File: config.mk
export PLATFORM = sky130hd
export DESIGN_NAME = cmp_sort_engine
export DESIGN_NICKNAME = d
export VERILOG_FILES = /design/src/rtl/cmp_sort_engine.sv
export SDC_FILE = /design/constraint.sdc
export NUM_CORES = 1
export LEC_CHECK = 0
export BUFFER_PORTS_ARGS = -buffer_cell sky130_fd_sc_hd__buf_2
export CELL_PAD_IN_SITES_DETAIL_PLACEMENT = 2
export CELL_PAD_IN_SITES_GLOBAL_PLACEMENT = 2
export CORE_MARGIN = 2
export CORE_UTILIZATION = 37
export CTS_CLUSTER_DIAMETER = 80
export DETAILED_ROUTE_END_ITERATION = 16
export GPL_ROUTABILITY_DRIVEN = 0
export PLACE_DENSITY = 0.87
export SYNTH_ARGS = -nofsm -noshare
export SYNTH_HDL_FRONTEND = slang
export SYNTH_SLANG_ARGS = --single-unit
File: constraint.sdc
create_clock -name clk -period 3.5 [get_ports clk]
set_clock_uncertainty 0.1 [all_clocks]
set_input_delay 0.875 -clock clk [delete_from_list [all_inputs] [get_ports clk]]
set_output_delay 0.875 -clock clk [all_outputs]
set_load 0.01 [all_outputs]
File: src/rtl/cmp_sort_engine.sv
// cmp_sort_engine: loads N signed words, bubble-sorts them with an external
// comparator, streams them back out. Define SORT_DESCEND_EN for descending order.
module cmp_sort_engine #(
    parameter int W = 4,
    parameter int N = 4
) (
    input  logic         clk,
    input  logic         rst,
    input  logic         in_valid,
    output logic         in_ready,
    input  logic [W-1:0] in_data,
    output logic [W-1:0] cmp_a,
    output logic [W-1:0] cmp_b,
    input  logic         cmp_gt,
    input  logic         cmp_eq,
    input  logic         cmp_lt,
    output logic         out_valid,
    input  logic         out_ready,
    output logic [W-1:0] out_data,
    output logic         out_last,
    output logic         busy,
    output logic [$clog2(N*(N-1)/2+1)-1:0] swap_cnt,
    output logic         cmp_err
);
    localparam int CW = $clog2(N*(N-1)/2+1);
    localparam int IW = $clog2(N);
    localparam logic [IW-1:0] LAST = IW'(N-1);

    typedef enum logic [1:0] {LOAD, SORT, OUT} state_t;

    state_t        state, state_n;
    logic [W-1:0]  mem [N];
    logic [IW-1:0] idx, oidx, j, j1, limit;
    logic          swapped;
    logic [W-1:0]  hold_a, hold_b;
    logic          acc, take, onehot, sel, doswap, pass_end, done;

    // handshake qualifiers and compare decisions
    always_comb begin
        acc      = in_valid && (state == LOAD);
        take     = out_ready && (state == OUT);
        j1       = j + 1'b1;
        onehot   = ({cmp_gt, cmp_eq, cmp_lt} == 3'b100) ||
                   ({cmp_gt, cmp_eq, cmp_lt} == 3'b010) ||
                   ({cmp_gt, cmp_eq, cmp_lt} == 3'b001);
`ifdef SORT_DESCEND_EN
        sel      = cmp_lt;
`else
        sel      = cmp_gt;
`endif
        doswap   = (state == SORT) && onehot && sel;
        pass_end = (j == limit - 1'b1);
        done     = pass_end && (!(swapped || doswap) || limit == 1);
    end

    // state register
    always_ff @(posedge clk or posedge rst) begin
        if (rst) state <= LOAD;
        else     state <= state_n;
    end

    // next state
    always_comb begin
        state_n = state;
        unique case (state)
            LOAD: if (acc && idx == LAST) state_n = SORT;
            SORT: if (done) state_n = OUT;
            OUT:  if (take && oidx == LAST) state_n = LOAD;
            default: state_n = LOAD;
        endcase
    end

    // stream and comparator outputs; operands hold outside SORT
    always_comb begin
        in_ready  = (state == LOAD);
        busy      = (state != LOAD);
        out_valid = (state == OUT);
        out_data  = mem[oidx];
        out_last  = (state == OUT) && (oidx == LAST);
        cmp_a     = (state == SORT) ? mem[j]  : hold_a;
        cmp_b     = (state == SORT) ? mem[j1] : hold_b;
    end

    // word buffer: load writes and compare swaps
    always_ff @(posedge clk) begin
        if (acc) begin
            mem[idx] <= in_data;
        end else if (doswap) begin
            mem[j]  <= mem[j1];
            mem[j1] <= mem[j];
        end
    end

    // indices, pass control, counters and sticky error
    always_ff @(posedge clk or posedge rst) begin
        if (rst) begin
            idx      <= '0;
            oidx     <= '0;
            j        <= '0;
            limit    <= LAST;
            swapped  <= 1'b0;
            swap_cnt <= '0;
            cmp_err  <= 1'b0;
            hold_a   <= '0;
            hold_b   <= '0;
        end else begin
            unique case (state)
                LOAD: begin
                    oidx <= '0;
                    if (acc) begin
                        idx <= (idx == LAST) ? '0 : idx + 1'b1;
                        if (idx == LAST) begin
                            j        <= '0;
                            limit    <= LAST;
                            swapped  <= 1'b0;
                            swap_cnt <= '0;
                        end
                    end
                end
                SORT: begin
                    hold_a <= mem[j];
                    hold_b <= mem[j1];
                    if (!onehot) cmp_err <= 1'b1;
                    if (doswap) swap_cnt <= swap_cnt + CW'(1);
                    if (pass_end) begin
                        if (done) begin
                            oidx <= '0;
                        end else begin
                            limit   <= limit - 1'b1;
                            j       <= '0;
                            swapped <= 1'b0;
                        end
                    end else begin
                        j       <= j + 1'b1;
                        swapped <= swapped || doswap;
                    end
                end
                OUT: begin
                    if (take) oidx <= (oidx == LAST) ? '0 : oidx + 1'b1;
                end
                default: ;
            endcase
        end
    end
endmodule

==> load_flow_metrics.sql <==
INSERT INTO impl_metrics (metric_group, metric, value, unit) VALUES
('detailed_routing', 'detail_route.wirelength', '7.91', 'mm'),
('sta', 'relSlewSlack', '36.0', '%'),
('setup_path', 'r2r_slack', '0.97', 'ns'),
('setup_path', 'worstReg2RegEnd', 'mem[1][1]', ''),
('worst_hold_path', 'holdPathEnd', 'hold_a[1]', ''),
('placement', 'dp_hpwl', '5.48', 'mm'),
('logic_synthesis', 'ys_warn_count', '0', ''),
('detailed_routing', 'post_drt_wl_per_cell', '24.0', 'microns'),
('clock_tree', 'postCtsHoldBufs', '0', ''),
('global_routing', 'first_global_vias', '2206', ''),
('setup_path', 'cp_max_fo', '16', ''),
('setup_path', 'critical_path.reg2reg.startpoint', 'state[0]', ''),
('sta', 'setup-violations-final', '0', ''),
('logic_synthesis', 'netlist_area', '2310', 'sq um'),
('detailed_routing', 'route.detailed.vias_per_inst', '6.02', ''),
('logic_synthesis', 'syn-instance-count', '222', ''),
('setup_path', 'worstSetupPathType', 'register to primary output', ''),
('detailed_routing', 'ant_nets', '0', ''),
('logic_synthesis', 'post_synth_num_cell_types', '45', ''),
('clock_tree', 'ctsResizeCount', '4', ''),
('sta', 'clock.fmax', '0.299', 'GHz'),
('pwr', 'swShare', '45.3', '%'),
('detailed_routing', 'drc', '0', ''),
('global_routing', 'antenna_found_initial', '0', ''),
('pwr', 'max-vdd-ir-drop', '0.000486', 'V'),
('cells_and_area', 'areaGrowthSynthToFinish', '17.3', '%'),
('worst_hold_path', 'worstHoldStart', 'hold_a[1]', ''),
('worst_hold_path', 'whs_path_depth', '2', ''),
('cells_and_area', 'drive_gt1_share', '28.2', '%'),
('setup_path', 'worst_ep_required_time', '2.52', 'ns'),
('detailed_routing', 'dr_total_vias', '1988', ''),
('pwr', 'share_comb_of_total_power', '53.1', '%'),
('placement', 'portBuffers', '30', ''),
('pwr', 'share_seq_of_total_power', '29.4', '%'),
('setup_path', 'timing.critical_path.arrival', '2.37', 'ns'),
('cells_and_area', 'diodes', '0', ''),
('pwr', 'power_leakage', '1.16', 'nW'),
('die', 'die_width', '83.0', 'microns'),
('clock_tree', 'cts_tree', 'done', ''),
('logic_synthesis', 'seq_area_frac_synth', '45.9', '%'),
('logic_synthesis', 'syn_area_per_cell', '10.4', 'sq um'),
('clock_tree', 'ctsRootBufferMaster', 'sky130_fd_sc_hd__clkbuf_8', ''),
('sta', 'setup_slack', '0.158', 'ns'),
('sta', 'finalMaxSlewViolations', '0', ''),
('clock_tree', 'tritoncts_buffers', '5', ''),
('sta', 'finalHoldViolations', '0', ''),
('setup_path', 'worstRegToRegCells', '4', ''),
('logic_synthesis', 'flip_flop_and_latch_count_after_synthesis', '39', ''),
('die', 'initial_core_util', '38.5', '%'),
('run_status', 'outcome', 'completed', ''),
('die', 'placeableCoreArea', '5990', 'sq um'),
('detailed_routing', 'dr.first_iter.drc_count', '143', ''),
('sta', 'timing.final.crit_share', '95.5', '%'),
('pwr', 'clock_power_share', '17.5', '%'),
('global_routing', 'grt_pass1_wl', '12.7', 'mm'),
('clock_tree', 'cts.reportedPaths.clkPinSlew', '0.09', 'ns'),
('cells_and_area', 'layout.cells.non_filler', '330', ''),
('pwr', 'switchingPower', '1.20', 'mW'),
('clock_tree', 'tritoncts_num_sinks', '39', ''),
('clock_tree', 'ctsHtreeMaxLevel', '2', ''),
('sta', 'timing_worst_slew_pin_value', '0.959', 'ns'),
('placement', 'place_worst_setup_slack', '0.166', 'ns'),
('pwr', 'power_report.internal_total', '1.46', 'mW'),
('placement', 'placed_cells_incl_taps', '322', ''),
('global_routing', 'global_route.overflow_total', '0', ''),
('worst_hold_path', 'min-delay-path-class', 'register to register', ''),
('die', 'die_area', '6890', 'sq um'),
('clock_tree', 'post_cts_setup_buffer_count', '0', ''),
('run', 'max-cap-violations', '0', ''),
('setup_path', 'crit_path_end_kind', 'primary output', ''),
('pwr', 'powerDensity', '983', 'nW/um^2'),
('setup_path', 'worst_setup_path_start_kind', 'register', ''),
('global_routing', 'globalRouteTotalUtil', '23.6', '%'),
('logic_synthesis', 'postSynthNetCount', '241', ''),
('sta', 'finalWorstPathRequiredPeriod', '3.34', 'ns'),
('clock_tree', 'insertion_delay_to_the_later_sink_of_the_worst_skew_pair', '0.30', 'ns'),
('clock_tree', 'ctsLongestPathBuffers', '2', ''),
('die', 'num_io_pins', '31', ''),
('detailed_routing', 'drtPass1Iterations', '4', ''),
('die', 'chipHeight', '83.0', 'microns'),
('die', 'placement_row_count', '28', ''),
('cells_and_area', 'finalNetCount', '273', ''),
('global_routing', 'maximum_number_of_pins_on_one_net_before_global_route_repair', '24', ''),
('cells_and_area', 'nFillCells', '626', '');
==> registers in the layout (all words and copies together) (netlist names) <==
| register | cells |
|---|---|
| cmp_err | 1 |
| hold_a | 4 |
| hold_b | 4 |
| idx | 2 |
| j | 2 |
| limit | 2 |
| mem | 16 |
| oidx | 2 |
| state | 2 |
| swap_cnt | 3 |
| swapped | 1 |
==> cells in the mapped netlist, drive strengths merged <==
cell | count | share of area, %
a31o | 2 | 0.76
o21bai | 1 | 0.33
nand2b | 1 | 0.27
mux2 | 8 | 3.9
dfstp | 2 | 2.3
buf | 6 | 1.5
a21oi | 8 | 1.7
nor3 | 1 | 0.22
a21o | 2 | 0.65
or3b | 1 | 0.38
inv | 8 | 1.3
ha | 8 | 4.3
nor2b | 2 | 0.54
mux4 | 4 | 3.9
o32a | 1 | 0.43
o32ai | 2 | 0.76
a2111oi | 1 | 0.65
nor4 | 1 | 0.27
and3 | 4 | 1.1
xnor2 | 2 | 0.76
o211ai | 2 | 0.65
mux2i | 8 | 3.5
a22o | 1 | 0.38
a31oi | 1 | 0.27
xor2 | 2 | 0.76
nor3b | 1 | 0.81
or3 | 1 | 0.27
nor2 | 13 | 2.1
or2 | 2 | 0.54
edfxtp | 16 | 21
nand2 | 31 | 5.1
or4 | 1 | 0.49
clkbuf | 6 | 0.98
and2 | 2 | 0.54
o21ai | 25 | 5.4
o22ai | 3 | 0.81
a221oi | 16 | 6.1
nand3 | 1 | 0.22
o31ai | 3 | 0.98
dfrtp | 21 | 23
nor4bb | 1 | 0.43
==> area by class of cell <==
| class | count | area [sq um] | share of cell area, % |
|---|---|---|---|
| clock inverters | 3 | 67.6 | 2.50 |
| flip-flops and latches | 39 | 1060 | 39.1 |
| clock buffers | 5 | 68.8 | 2.54 |
| repair buffers | 37 | 203 | 7.49 |
| inverters | 8 | 30.0 | 1.11 |
| well taps | 75 | 93.8 | 3.47 |
| multi-input cells | 163 | 1190 | 43.8 |
==> kinds of logic (layout without fill, tap and decap cells) <==
logic type	count (synthesis)	in the layout	share of synthesized area (%)
adder cells (fa/ha/maj)	8	8	4.34
AND/OR/NAND/NOR	63	63	13.3
multiplexers	20	20	11.3
flip-flops	39	39	45.9
AO/OA/AOI/OAI	68	68	19.9
XOR/XNOR	4	4	1.52
buffers and inverters	20	53	3.79
==> per-stage QoR <==
stage          total power [mW]  hold WS [ns]  area [sq um]  TNS [ns]  util (%)
3_5_place_dp               2.08         0.383          2550         0      42.5
6_report                   2.66         0.399          2710         0      45.2
5_1_grt                    2.82         0.435          2710   -0.0267      45.2
4_1_cts                    2.60         0.405          2690         0      44.8
2_1_floorplan              1.61         0.393          2310         0         -
3_3_place_gp               1.97         0.344          2550         0      42.5
==> per-layer routing <==
metal | GRT usage, % | up-vias | routed length (microns)
met2 | 39.1 | 70 | 3950
met1 | 30.2 | 999 | 3360
met4 | 7.45 | 0 | 172
met3 | 6.06 | 17 | 427
li1 | - | 902 | -
met5 | 0 | - | 0
==> critical path: stages, from the launching register on <==
cell and delay (ns):
sky130_fd_sc_hd__dfrtp_1 0.38, sky130_fd_sc_hd__buf_4 0.26, sky130_fd_sc_hd__mux2_2 0.36, sky130_fd_sc_hd__o21ai_0 0.66, sky130_fd_sc_hd__o21ai_0 0.21, sky130_fd_sc_hd__buf_2 0.19
==> power groups by stage <==
| stage | combinational, mW | clock [mW] | sequential, mW |
|---|---|---|---|
| after floorplan | 0.879 | 0 | 0.728 |
| after global placement | 1.20 | 0 | 0.765 |
| after detailed placement | 1.30 | 0 | 0.783 |
| after CTS | 1.36 | 0.467 | 0.781 |
| after global routing | 1.54 | 0.484 | 0.805 |
| final | 1.41 | 0.465 | 0.783 |
==> layout by cell type (no fill, tap or decap), types with 2 or more instances in the layout <==
master	n
sky130_fd_sc_hd__o31ai_1	3
sky130_fd_sc_hd__o22ai_1	3
sky130_fd_sc_hd__a31o_2	2
sky130_fd_sc_hd__bufinv_16	2
sky130_fd_sc_hd__buf_2	30
sky130_fd_sc_hd__nand2_1	30
sky130_fd_sc_hd__mux2_2	8
sky130_fd_sc_hd__and3_1	4
sky130_fd_sc_hd__xnor2_1	2
sky130_fd_sc_hd__o21ai_2	3
sky130_fd_sc_hd__nor2b_1	2
sky130_fd_sc_hd__or2_2	2
sky130_fd_sc_hd__a21oi_1	8
sky130_fd_sc_hd__dfrtp_1	21
sky130_fd_sc_hd__clkbuf_8	5
sky130_fd_sc_hd__dfstp_2	2
sky130_fd_sc_hd__inv_1	7
sky130_fd_sc_hd__o32ai_1	2
sky130_fd_sc_hd__o211ai_1	2
sky130_fd_sc_hd__xor2_1	2
sky130_fd_sc_hd__o21ai_0	22
sky130_fd_sc_hd__mux4_2	4
sky130_fd_sc_hd__and2_1	2
sky130_fd_sc_hd__nor2_1	13
sky130_fd_sc_hd__ha_1	7
sky130_fd_sc_hd__buf_4	7
sky130_fd_sc_hd__edfxtp_1	16
sky130_fd_sc_hd__a221oi_1	16
sky130_fd_sc_hd__mux2i_1	8
sky130_fd_sc_hd__a21o_1	2
==> worst max-delay path by stage <==
stage          from  endpoint  slack (ns)  cells after the start
2_1_floorplan  j[0]  cmp_b[3]        0.25                      9
3_3_place_gp   j[1]  cmp_b[0]        0.36                      6
3_5_place_dp   j[1]  cmp_b[1]        0.17                      6
4_1_cts        j[1]  cmp_b[1]       0.002                      6
5_1_grt        j[1]  cmp_b[3]       -0.03                      7
6_report       j[0]  cmp_a[1]        0.16                      5
Power figures use the tool's default switching activity.
